[src/rtl/mem_port_arbiter_if.sv]
// mem_port_arbiter_if
// Bundles the CPU port, DMA port and memory port of mem_port_arbiter.
//   slave  : arbiter view (takes requests and memory replies, drives
//            ready/err/rd and the memory strobe/address/data).
//   master : environment view (requesters and memory model).
// Parameters: AW address width, DW data width.
interface mem_port_arbiter_if #(
    parameter int AW = 32,
    parameter int DW = 32
);
    logic          cpu_req;
    logic          cpu_we;
    logic [AW-1:0] cpu_adr;
    logic [DW-1:0] cpu_wd;
    logic [DW-1:0] cpu_rd;
    logic          cpu_ready;
    logic          cpu_err;

    logic          dma_req;
    logic          dma_we;
    logic [AW-1:0] dma_adr;
    logic [DW-1:0] dma_wd;
    logic [DW-1:0] dma_rd;
    logic          dma_ready;
    logic          dma_err;

    logic          mem_en;
    logic          mem_we;
    logic [AW-1:0] mem_adr;
    logic [DW-1:0] mem_wd;
    logic [DW-1:0] mem_rd;
    logic          mem_ack;

    modport slave (
        input  cpu_req, cpu_we, cpu_adr, cpu_wd,
        output cpu_rd, cpu_ready, cpu_err,
        input  dma_req, dma_we, dma_adr, dma_wd,
        output dma_rd, dma_ready, dma_err,
        output mem_en, mem_we, mem_adr, mem_wd,
        input  mem_rd, mem_ack
    );

    modport master (
        output cpu_req, cpu_we, cpu_adr, cpu_wd,
        input  cpu_rd, cpu_ready, cpu_err,
        output dma_req, dma_we, dma_adr, dma_wd,
        input  dma_rd, dma_ready, dma_err,
        input  mem_en, mem_we, mem_adr, mem_wd,
        output mem_rd, mem_ack
    );
endinterface

[src/rtl/mem_port_arbiter.sv]
// mem_port_arbiter
// Shares one unified instruction/data memory between the CPU port and a
// DMA/loader port. A request seen in IDLE is granted (alternating on a tie),
// its we/adr/wd are latched and held on the memory port until mem_ack, then
// the grantee gets a one-cycle ready pulse with the captured read data.
// Ports:
//   clk    : clock, rising edge
//   reset  : asynchronous, active-high
//   bus    : mem_port_arbiter_if.slave (cpu_*, dma_*, mem_* signals)
// Parameters: AW, DW widths; TIMEOUT (1..255) wait limit in BUSY.
// Optional feature: define ARB_TIMEOUT_EN to abort an access after TIMEOUT
// BUSY cycles without mem_ack (ready with err=1, rd=0). Without it BUSY waits
// indefinitely and cpu_err/dma_err are tied low.
module mem_port_arbiter #(
    parameter int AW      = 32,
    parameter int DW      = 32,
    parameter int TIMEOUT = 15
) (
    input  logic               clk,
    input  logic               reset,
    mem_port_arbiter_if.slave  bus
);

    if (TIMEOUT < 1 || TIMEOUT > 255) begin : g_bad_timeout
        $error("mem_port_arbiter: TIMEOUT must be in 1..255");
    end

    typedef enum logic [1:0] {IDLE, BUSY, DONE} state_t;

    state_t        state;
    logic          last_dma;   // 1: DMA held the most recent grant
    logic          grant_dma;  // grantee of the access in flight
    logic          pick_dma;
    logic          sel_we;
    logic [AW-1:0] sel_adr;
    logic [DW-1:0] sel_wd;

    // On a tie the port that did not win last time gets the grant.
    assign pick_dma = bus.dma_req && (!bus.cpu_req || !last_dma);
    assign sel_we   = pick_dma ? bus.dma_we  : bus.cpu_we;
    assign sel_adr  = pick_dma ? bus.dma_adr : bus.cpu_adr;
    assign sel_wd   = pick_dma ? bus.dma_wd  : bus.cpu_wd;

`ifdef ARB_TIMEOUT_EN
    localparam logic [7:0] TO_LIM = 8'(TIMEOUT - 1);
    logic [7:0] wait_cnt;
`else
    assign bus.cpu_err = 1'b0;
    assign bus.dma_err = 1'b0;
`endif

    always_ff @(posedge clk or posedge reset) begin
        if (reset) begin
            state         <= IDLE;
            last_dma      <= 1'b1;
            grant_dma     <= 1'b0;
            bus.mem_en    <= 1'b0;
            bus.mem_we    <= 1'b0;
            bus.mem_adr   <= '0;
            bus.mem_wd    <= '0;
            bus.cpu_rd    <= '0;
            bus.dma_rd    <= '0;
            bus.cpu_ready <= 1'b0;
            bus.dma_ready <= 1'b0;
`ifdef ARB_TIMEOUT_EN
            bus.cpu_err   <= 1'b0;
            bus.dma_err   <= 1'b0;
            wait_cnt      <= '0;
`endif
        end else begin
            // ready/err are single-cycle pulses asserted only in DONE
            bus.cpu_ready <= 1'b0;
            bus.dma_ready <= 1'b0;
`ifdef ARB_TIMEOUT_EN
            bus.cpu_err   <= 1'b0;
            bus.dma_err   <= 1'b0;
`endif
            case (state)
                IDLE: begin
                    if (bus.cpu_req || bus.dma_req) begin
                        state       <= BUSY;
                        grant_dma   <= pick_dma;
                        last_dma    <= pick_dma;
                        bus.mem_en  <= 1'b1;
                        bus.mem_we  <= sel_we;
                        bus.mem_adr <= sel_adr;
                        bus.mem_wd  <= sel_wd;
`ifdef ARB_TIMEOUT_EN
                        wait_cnt    <= '0;
`endif
                    end
                end
                BUSY: begin
                    if (bus.mem_ack) begin
                        state      <= DONE;
                        bus.mem_en <= 1'b0;
                        bus.mem_we <= 1'b0;
                        if (grant_dma) begin
                            bus.dma_ready <= 1'b1;
                            bus.dma_rd    <= bus.mem_rd;
                        end else begin
                            bus.cpu_ready <= 1'b1;
                            bus.cpu_rd    <= bus.mem_rd;
                        end
                    end
`ifdef ARB_TIMEOUT_EN
                    // This cycle would bring the count to TIMEOUT: abort.
                    else if (wait_cnt >= TO_LIM) begin
                        state      <= DONE;
                        bus.mem_en <= 1'b0;
                        bus.mem_we <= 1'b0;
                        if (grant_dma) begin
                            bus.dma_ready <= 1'b1;
                            bus.dma_err   <= 1'b1;
                            bus.dma_rd    <= '0;
                        end else begin
                            bus.cpu_ready <= 1'b1;
                            bus.cpu_err   <= 1'b1;
                            bus.cpu_rd    <= '0;
                        end
                    end else if (wait_cnt != 8'hFF) begin
                        wait_cnt <= wait_cnt + 8'd1;
                    end
`endif
                end
                DONE:    state <= IDLE;
                default: state <= IDLE;
            endcase
        end
    end

endmodule
[src/flat_wrapper.sv]
// flat-port wrapper written by rule: the top's interface ports become plain ports
module mem_port_arbiter_flat 
#(
    parameter int AW      = 32,
    parameter int DW      = 32,
    parameter int TIMEOUT = 15
)
  (clk, reset, bus_cpu_req, bus_cpu_we, bus_cpu_adr, bus_cpu_wd, bus_cpu_rd, bus_cpu_ready, bus_cpu_err, bus_dma_req, bus_dma_we, bus_dma_adr, bus_dma_wd, bus_dma_rd, bus_dma_ready, bus_dma_err, bus_mem_en, bus_mem_we, bus_mem_adr, bus_mem_wd, bus_mem_rd, bus_mem_ack);
  mem_port_arbiter_if #(.AW(AW), .DW(DW)) bus_i ();
  input  logic clk;
  input  logic reset;
  input wire logic [$bits(bus_i.cpu_req)-1:0] bus_cpu_req;
  input wire logic [$bits(bus_i.cpu_we)-1:0] bus_cpu_we;
  input wire logic [$bits(bus_i.cpu_adr)-1:0] bus_cpu_adr;
  input wire logic [$bits(bus_i.cpu_wd)-1:0] bus_cpu_wd;
  output wire logic [$bits(bus_i.cpu_rd)-1:0] bus_cpu_rd;
  output wire logic [$bits(bus_i.cpu_ready)-1:0] bus_cpu_ready;
  output wire logic [$bits(bus_i.cpu_err)-1:0] bus_cpu_err;
  input wire logic [$bits(bus_i.dma_req)-1:0] bus_dma_req;
  input wire logic [$bits(bus_i.dma_we)-1:0] bus_dma_we;
  input wire logic [$bits(bus_i.dma_adr)-1:0] bus_dma_adr;
  input wire logic [$bits(bus_i.dma_wd)-1:0] bus_dma_wd;
  output wire logic [$bits(bus_i.dma_rd)-1:0] bus_dma_rd;
  output wire logic [$bits(bus_i.dma_ready)-1:0] bus_dma_ready;
  output wire logic [$bits(bus_i.dma_err)-1:0] bus_dma_err;
  output wire logic [$bits(bus_i.mem_en)-1:0] bus_mem_en;
  output wire logic [$bits(bus_i.mem_we)-1:0] bus_mem_we;
  output wire logic [$bits(bus_i.mem_adr)-1:0] bus_mem_adr;
  output wire logic [$bits(bus_i.mem_wd)-1:0] bus_mem_wd;
  input wire logic [$bits(bus_i.mem_rd)-1:0] bus_mem_rd;
  input wire logic [$bits(bus_i.mem_ack)-1:0] bus_mem_ack;
  assign bus_i.cpu_req = bus_cpu_req;
  assign bus_i.cpu_we = bus_cpu_we;
  assign bus_i.cpu_adr = bus_cpu_adr;
  assign bus_i.cpu_wd = bus_cpu_wd;
  assign bus_cpu_rd = bus_i.cpu_rd;
  assign bus_cpu_ready = bus_i.cpu_ready;
  assign bus_cpu_err = bus_i.cpu_err;
  assign bus_i.dma_req = bus_dma_req;
  assign bus_i.dma_we = bus_dma_we;
  assign bus_i.dma_adr = bus_dma_adr;
  assign bus_i.dma_wd = bus_dma_wd;
  assign bus_dma_rd = bus_i.dma_rd;
  assign bus_dma_ready = bus_i.dma_ready;
  assign bus_dma_err = bus_i.dma_err;
  assign bus_mem_en = bus_i.mem_en;
  assign bus_mem_we = bus_i.mem_we;
  assign bus_mem_adr = bus_i.mem_adr;
  assign bus_mem_wd = bus_i.mem_wd;
  assign bus_i.mem_rd = bus_mem_rd;
  assign bus_i.mem_ack = bus_mem_ack;
  mem_port_arbiter #(.AW(AW), .DW(DW), .TIMEOUT(TIMEOUT)) u_core (.clk(clk), .reset(reset), .bus(bus_i));
endmodule
[config.mk]
export PLATFORM = sky130hd
export DESIGN_NAME = mem_port_arbiter_flat
export DESIGN_NICKNAME = d
export VERILOG_FILES = /design/src/rtl/mem_port_arbiter_if.sv /design/src/rtl/mem_port_arbiter.sv /design/src/flat_wrapper.sv
export SDC_FILE = /design/constraint.sdc
export NUM_CORES = 1
export LEC_CHECK = 0
export BUFFER_PORTS_ARGS = -buffer_cell sky130_fd_sc_hd__buf_2
export CAP_MARGIN = 10
export CORE_ASPECT_RATIO = 1.75
export CORE_MARGIN = 1.5
export CORE_UTILIZATION = 40
export DETAILED_ROUTE_END_ITERATION = 10
export PLACE_DENSITY = 0.68
export RECOVER_POWER = 25
export SLEW_MARGIN = 20
export SYNTH_ARGS = -nofsm -noshare
export SYNTH_HDL_FRONTEND = slang
export SYNTH_SLANG_ARGS = --single-unit
[constraint.sdc]
create_clock -name clk -period 5.2 [get_ports clk]
set_input_delay 0.26 -clock clk [delete_from_list [all_inputs] [get_ports clk]]
set_output_delay 0.26 -clock clk [all_outputs]
set_load 0.005 [all_outputs]
; Word level (Yosys, flattened, before mapping)
; Index checks and enable logic that the tools add are counted.
[op_classes]
n_eq_ne = 3
mux = 17
bitwise_logic = 1
reduce_logical = 12
[ops]
columns = op, count
row1 = $mux W32, 2
row2 = $mux W1, 10
row3 = $reduce_and A3 Y1, 3
row4 = $mux W2, 2
row5 = $pmux W1 S2, 2
row6 = $pmux W2 S2, 1
row7 = $reduce_and A2 Y1, 2
row8 = $eq A2 B1 Y1 const B, 1
row9 = $logic_not A1 Y1, 2
row10 = $logic_not A2 Y1, 1
row11 = $logic_or A1 B1 Y1, 2
row12 = $ne A2 B1 Y1 const B, 1
row13 = $ne A2 B2 Y1 const B, 1
row14 = $reduce_bool A2 Y1, 1
row15 = $logic_and A1 B1 Y1, 1
row16 = $not A1 Y1, 1
[totals]
regBits = 136
in_bits = 167
out_inout_bits = 134
elab_cells = 44

; Logic depth before layout (Yosys ltp)
[logic_depth]
depth_word = 6
ltp_mapped = 5
depth_no_buf = 4

; Least setup slack after synthesis
; OpenSTA, ideal clock, no wires.
[synth_timing]
path_kind = flip-flop to flip-flop
start = reg u_core.last_dma
end = reg u_core.bus.mem_adr[24]
setup_ps = 125
arrival_ps = 1501
t_required_ps = 5075
setup_slack_ps = 3574
stages_incl_launch_ff = 6
path_buffers = 2
synth_period_minus_slack_ps = 1626
path_cell_list = dfstp_2 -> a21bo_2 -> buf_6 -> buf_6 -> mux2_4 -> mux2_4
[synth_between]
elab_chain_len = 4
[synth_lines]
columns = element, line_no
row1 = "start, declared", mem_port_arbiter.sv:31  ; logic last_dma;
row2 = "start signal, assigned", mem_port_arbiter.sv:83  ; last_dma <= pick_dma;
row3 = $logic_not A1 Y1, mem_port_arbiter.sv:39  ; assign pick_dma = bus.dma_req && (!bus.cpu_req || !last_dma);
row4 = $logic_or A1 B1 Y1, mem_port_arbiter.sv:39
row5 = $logic_and A1 B1 Y1, mem_port_arbiter.sv:39
row6 = $mux W32, mem_port_arbiter.sv:41  ; assign sel_adr = pick_dma ? bus.dma_adr : bus.cpu_adr;
row7 = "end signal, assigned", mem_port_arbiter.sv:86  ; bus.mem_adr <= sel_adr;
row8 = "end, declared", mem_port_arbiter_if.sv:39  ; output mem_en, mem_we, mem_adr, mem_wd,
; Every way passes these cells.
; A chain may end at the register's enable or synchronous reset.

; Worst setup path in the final report
[layout_timing]
start = reg u_core.last_dma
end = reg u_core.bus.mem_wd[24]
[layout_between]
elab_chain_len = 4
[layout_lines]
columns = element, line_no
row1 = $logic_not A1 Y1, mem_port_arbiter.sv:39
row2 = $logic_or A1 B1 Y1, mem_port_arbiter.sv:39
row3 = $logic_and A1 B1 Y1, mem_port_arbiter.sv:39
row4 = $mux W32, mem_port_arbiter.sv:42  ; assign sel_wd = pick_dma ? bus.dma_wd : bus.cpu_wd;
row5 = "end signal, assigned", mem_port_arbiter.sv:87  ; bus.mem_wd <= sel_wd;
row6 = "end, declared", mem_port_arbiter_if.sv:39
; Every way passes these cells.

==> results.tsv <==
stage	metric	value	unit
sta	RSZ-0062 raised after global routing	false	
power	Max rail drop VDD	0.000322	V
clock_tree	CTS tree	yes	
cells_and_area	most common cell after layout, fill and taps aside	buf_2	
power	Sw Share	0.312	
sta	Max Slew Vio Count	0	
sta	fmax	433	MHz
power	Clk network pwr share	0.243	
power	combinational fraction of design power	0.372	
clock_tree	Clock Path Buffers	2	
clock_tree	clock latency on the worst-skew pair	0.42	ns
synth	synthesized area	6010	µm²
run	maxcap violations	0	
floorplanning	height of the die	165	µm
place	post-DP HPWL	11100	µm
clock_tree	post_cts resized	0	
clock_tree	Clock transition at path regs	0.07	ns
status	failing checks	negative hold slack	
floorplanning	Core Footprint	14800	µm²
clock_tree	H-tree depth	4	
cells_and_area	share of layout cells above drive strength 1	0.775	
sta	endpoints failing hold	1	
setup_path	WS Path Type	reg2reg	
global_route	GRT overflow	0	
cells_and_area	commonest non-fill, non-tap cells in the layout	buf_2 (295), mux2_2 (145), dfrtp_1 (135), mux2_4 (47), clkbuf_16 (17)	
clock_tree	CTS Sinks	136	
clock_tree	Post-CTS Setup Bufs	0	
setup_path	WP buf/inv	1	
route	routed wire length	14800	µm
synth	Synth area leader	dfrtp_1	
synth	synthesis warning total	0	
power	total power	0.00487	W
sta	Slew @ Worst Pin	0.963	ns
global_route	gr usage total	0.182	
synth	Cell variety after synth	19	
global_route	vias in the first global route	4574	
power	Switching Power	0.00152	W
floorplanning	Initial Utilization	0.407	
clock_tree	TritonCTS Buffers	17	
cells_and_area	Finished Layout Cells	868	
power	leakage power figure	4.14	nW
route	drt drc	0	
synth	Synth top area share	0.562	
place	GPL Wtd Cong	0.777	
floorplanning	row cnt	59	
setup_path	crit-path most repeated cell	mux2_2	
floorplanning	Ports	301	
setup_path	Required @ worst endpoint	5.49	ns
setup_path	CP arrival	2.60	ns
setup_path	Critical-path top delay cell	buf_4	
setup_path	cell-by-cell trace of the critical path	a21bo_4, buf_4, mux2_2, mux2_2	
sta	Setup-failing EPs final	0	
setup_path	crit end category	flip-flop	
status	outcome	finished, violations left	
cells_and_area	synthesis-to-finish area growth	37.1	%
sta	Fin Setup TNS	0	ns
cells_and_area	final core occ	0.558	
synth	ranking of synthesized cells by area	dfrtp_1 (56%), mux2_2 (27%), mux2_4 (12%)	
power	Reg power frac	0.385	
place	dpl cells	835	
place	I/O Buffers	298	
hold_path	Hold Crit Class	in2async	
route	Vias	4227	
global_route	initial antenna violation count	1	
global_route	largest net degree at the start of global routing	98	
setup_path	Crit path max-delay family	buffers and inverters	
sta	Final Cycle Share	0.444	
clock_tree	Root Buffer	clkbuf_16	
setup_path	max incr delay on CP	0.68	ns
floorplanning	die area	15800	µm²
global_route	first-pass GRT wire length	21700	µm
synth	post-synthesis sequential area ratio	0.566	
synth	syn avg cell area	16.3	µm²
power	internal cell power	0.00335	W
synth	#FFs+latches synth	136	
sta	fin crit period	2.31	ns
route	Vias/cell	4.87	
setup_path	CP max FO	59	
route	initial detailed-routing violation count	82	
sta	Hold Slack	-0.00642	ns
synth	Mapped Cells	370	
clock_tree	cts hold-fix bufs	0	
sta	relative slew slack	0.357	
route	drt pass-1 iters	4	
route	Antenna Nets Post-Route	0	
cells_and_area	nets	838	
sta	Setup Skew	0.0137	ns
route	wire length per cell	17.1	µm
floorplanning	Die X	95.7	µm
setup_path	startpoint types	flip-flop	
power	pwr/cell area	590	nW/µm²
==> flip-flops by register name, indices dropped and copies added (netlist names), 2 cells and up <==
| register | cells |
|---|---|
| u_core.bus.cpu_rd | 32 |
| u_core.bus.mem_adr | 32 |
| u_core.bus.dma_rd | 32 |
| u_core.bus.mem_wd | 32 |
| u_core.state | 2 |
==> metal layers <==
metal  GRT usage  vias to the layer above  share of wire
li1            -                     1918              -
met1       0.176                     2079           0.34
met2       0.326                      196           0.54
met3      0.0659                       34          0.081
met4      0.0969                        0          0.036
met5           0                        -              0
==> final timing paths <==
path                                  from                     to  slack (ns)  cells after the start
max                        u_core.last_dma  u_core.bus.mem_wd[24]        2.89                      4
min                                  reset  u_core.bus.cpu_rd[20]      -0.006                      2
max in group asynchronous            reset   u_core.bus.mem_wd[9]        4.05                      3
min in group clk            bus_mem_rd[31]  u_core.bus.dma_rd[31]        0.08                      2
max reg2reg                u_core.last_dma  u_core.bus.mem_wd[24]        2.89                      4
min reg2reg                u_core.last_dma        u_core.last_dma        0.48                      2
==> metrics by stage <==
stage / cell area, µm² / setup WS (ns)
after CTS: 8240 / 2.84
after global routing: 8240 / 2.80
after floorplan: 6020 / 1.30
final: 8240 / 2.89
after global placement: 7660 / 2.95
after detailed placement: 7660 / 2.85
==> logic make-up after synthesis <==
group | synth area share
compound gates | 0.00291
buf+inv | 0.0268
simple gates | 0.00812
other cells | 0.000623
flops | 0.566
mux | 0.395
==> power groups by stage <==
| stage | clock network (W) | registers, W | logic, W |
|---|---|---|---|
| after floorplan | 0 | 0.00192 | 0.00100 |
| final | 0.00118 | 0.00187 | 0.00181 |
| after CTS | 0.00122 | 0.00188 | 0.00185 |
| after global routing | 0.00126 | 0.00194 | 0.00195 |
| after detailed placement | 0 | 0.00189 | 0.00185 |
| after global placement | 0 | 0.00187 | 0.00178 |
==> synth_stat cells <==
master and instances:
buf_2 15, nor3_2 1, or2_2 1, inv_1 5, a21o_1 1, a21bo_2 1, mux2_4 47, nand2_1 2
mux2i_1 4, nor2_1 1, nor2_2 1, buf_6 4, dfstp_2 1, nor3b_1 1, conb_1 1, nand3b_1 1
dfrtp_1 135, mux2_2 145, buf_4 3
==> area by class of cell <==
cell class                 instances  area [µm²]
fill                            1289        6520
sequential                       136        3400
multi-input combinational        208        2470
timing repair buffer             303        1530
clock buffer                      18         439
tap                              183         229
clock inverter                    14         149
inverter                           5        23.8
antenna                            1        2.50
No activity file was read; power rests on OpenSTA's default activity.
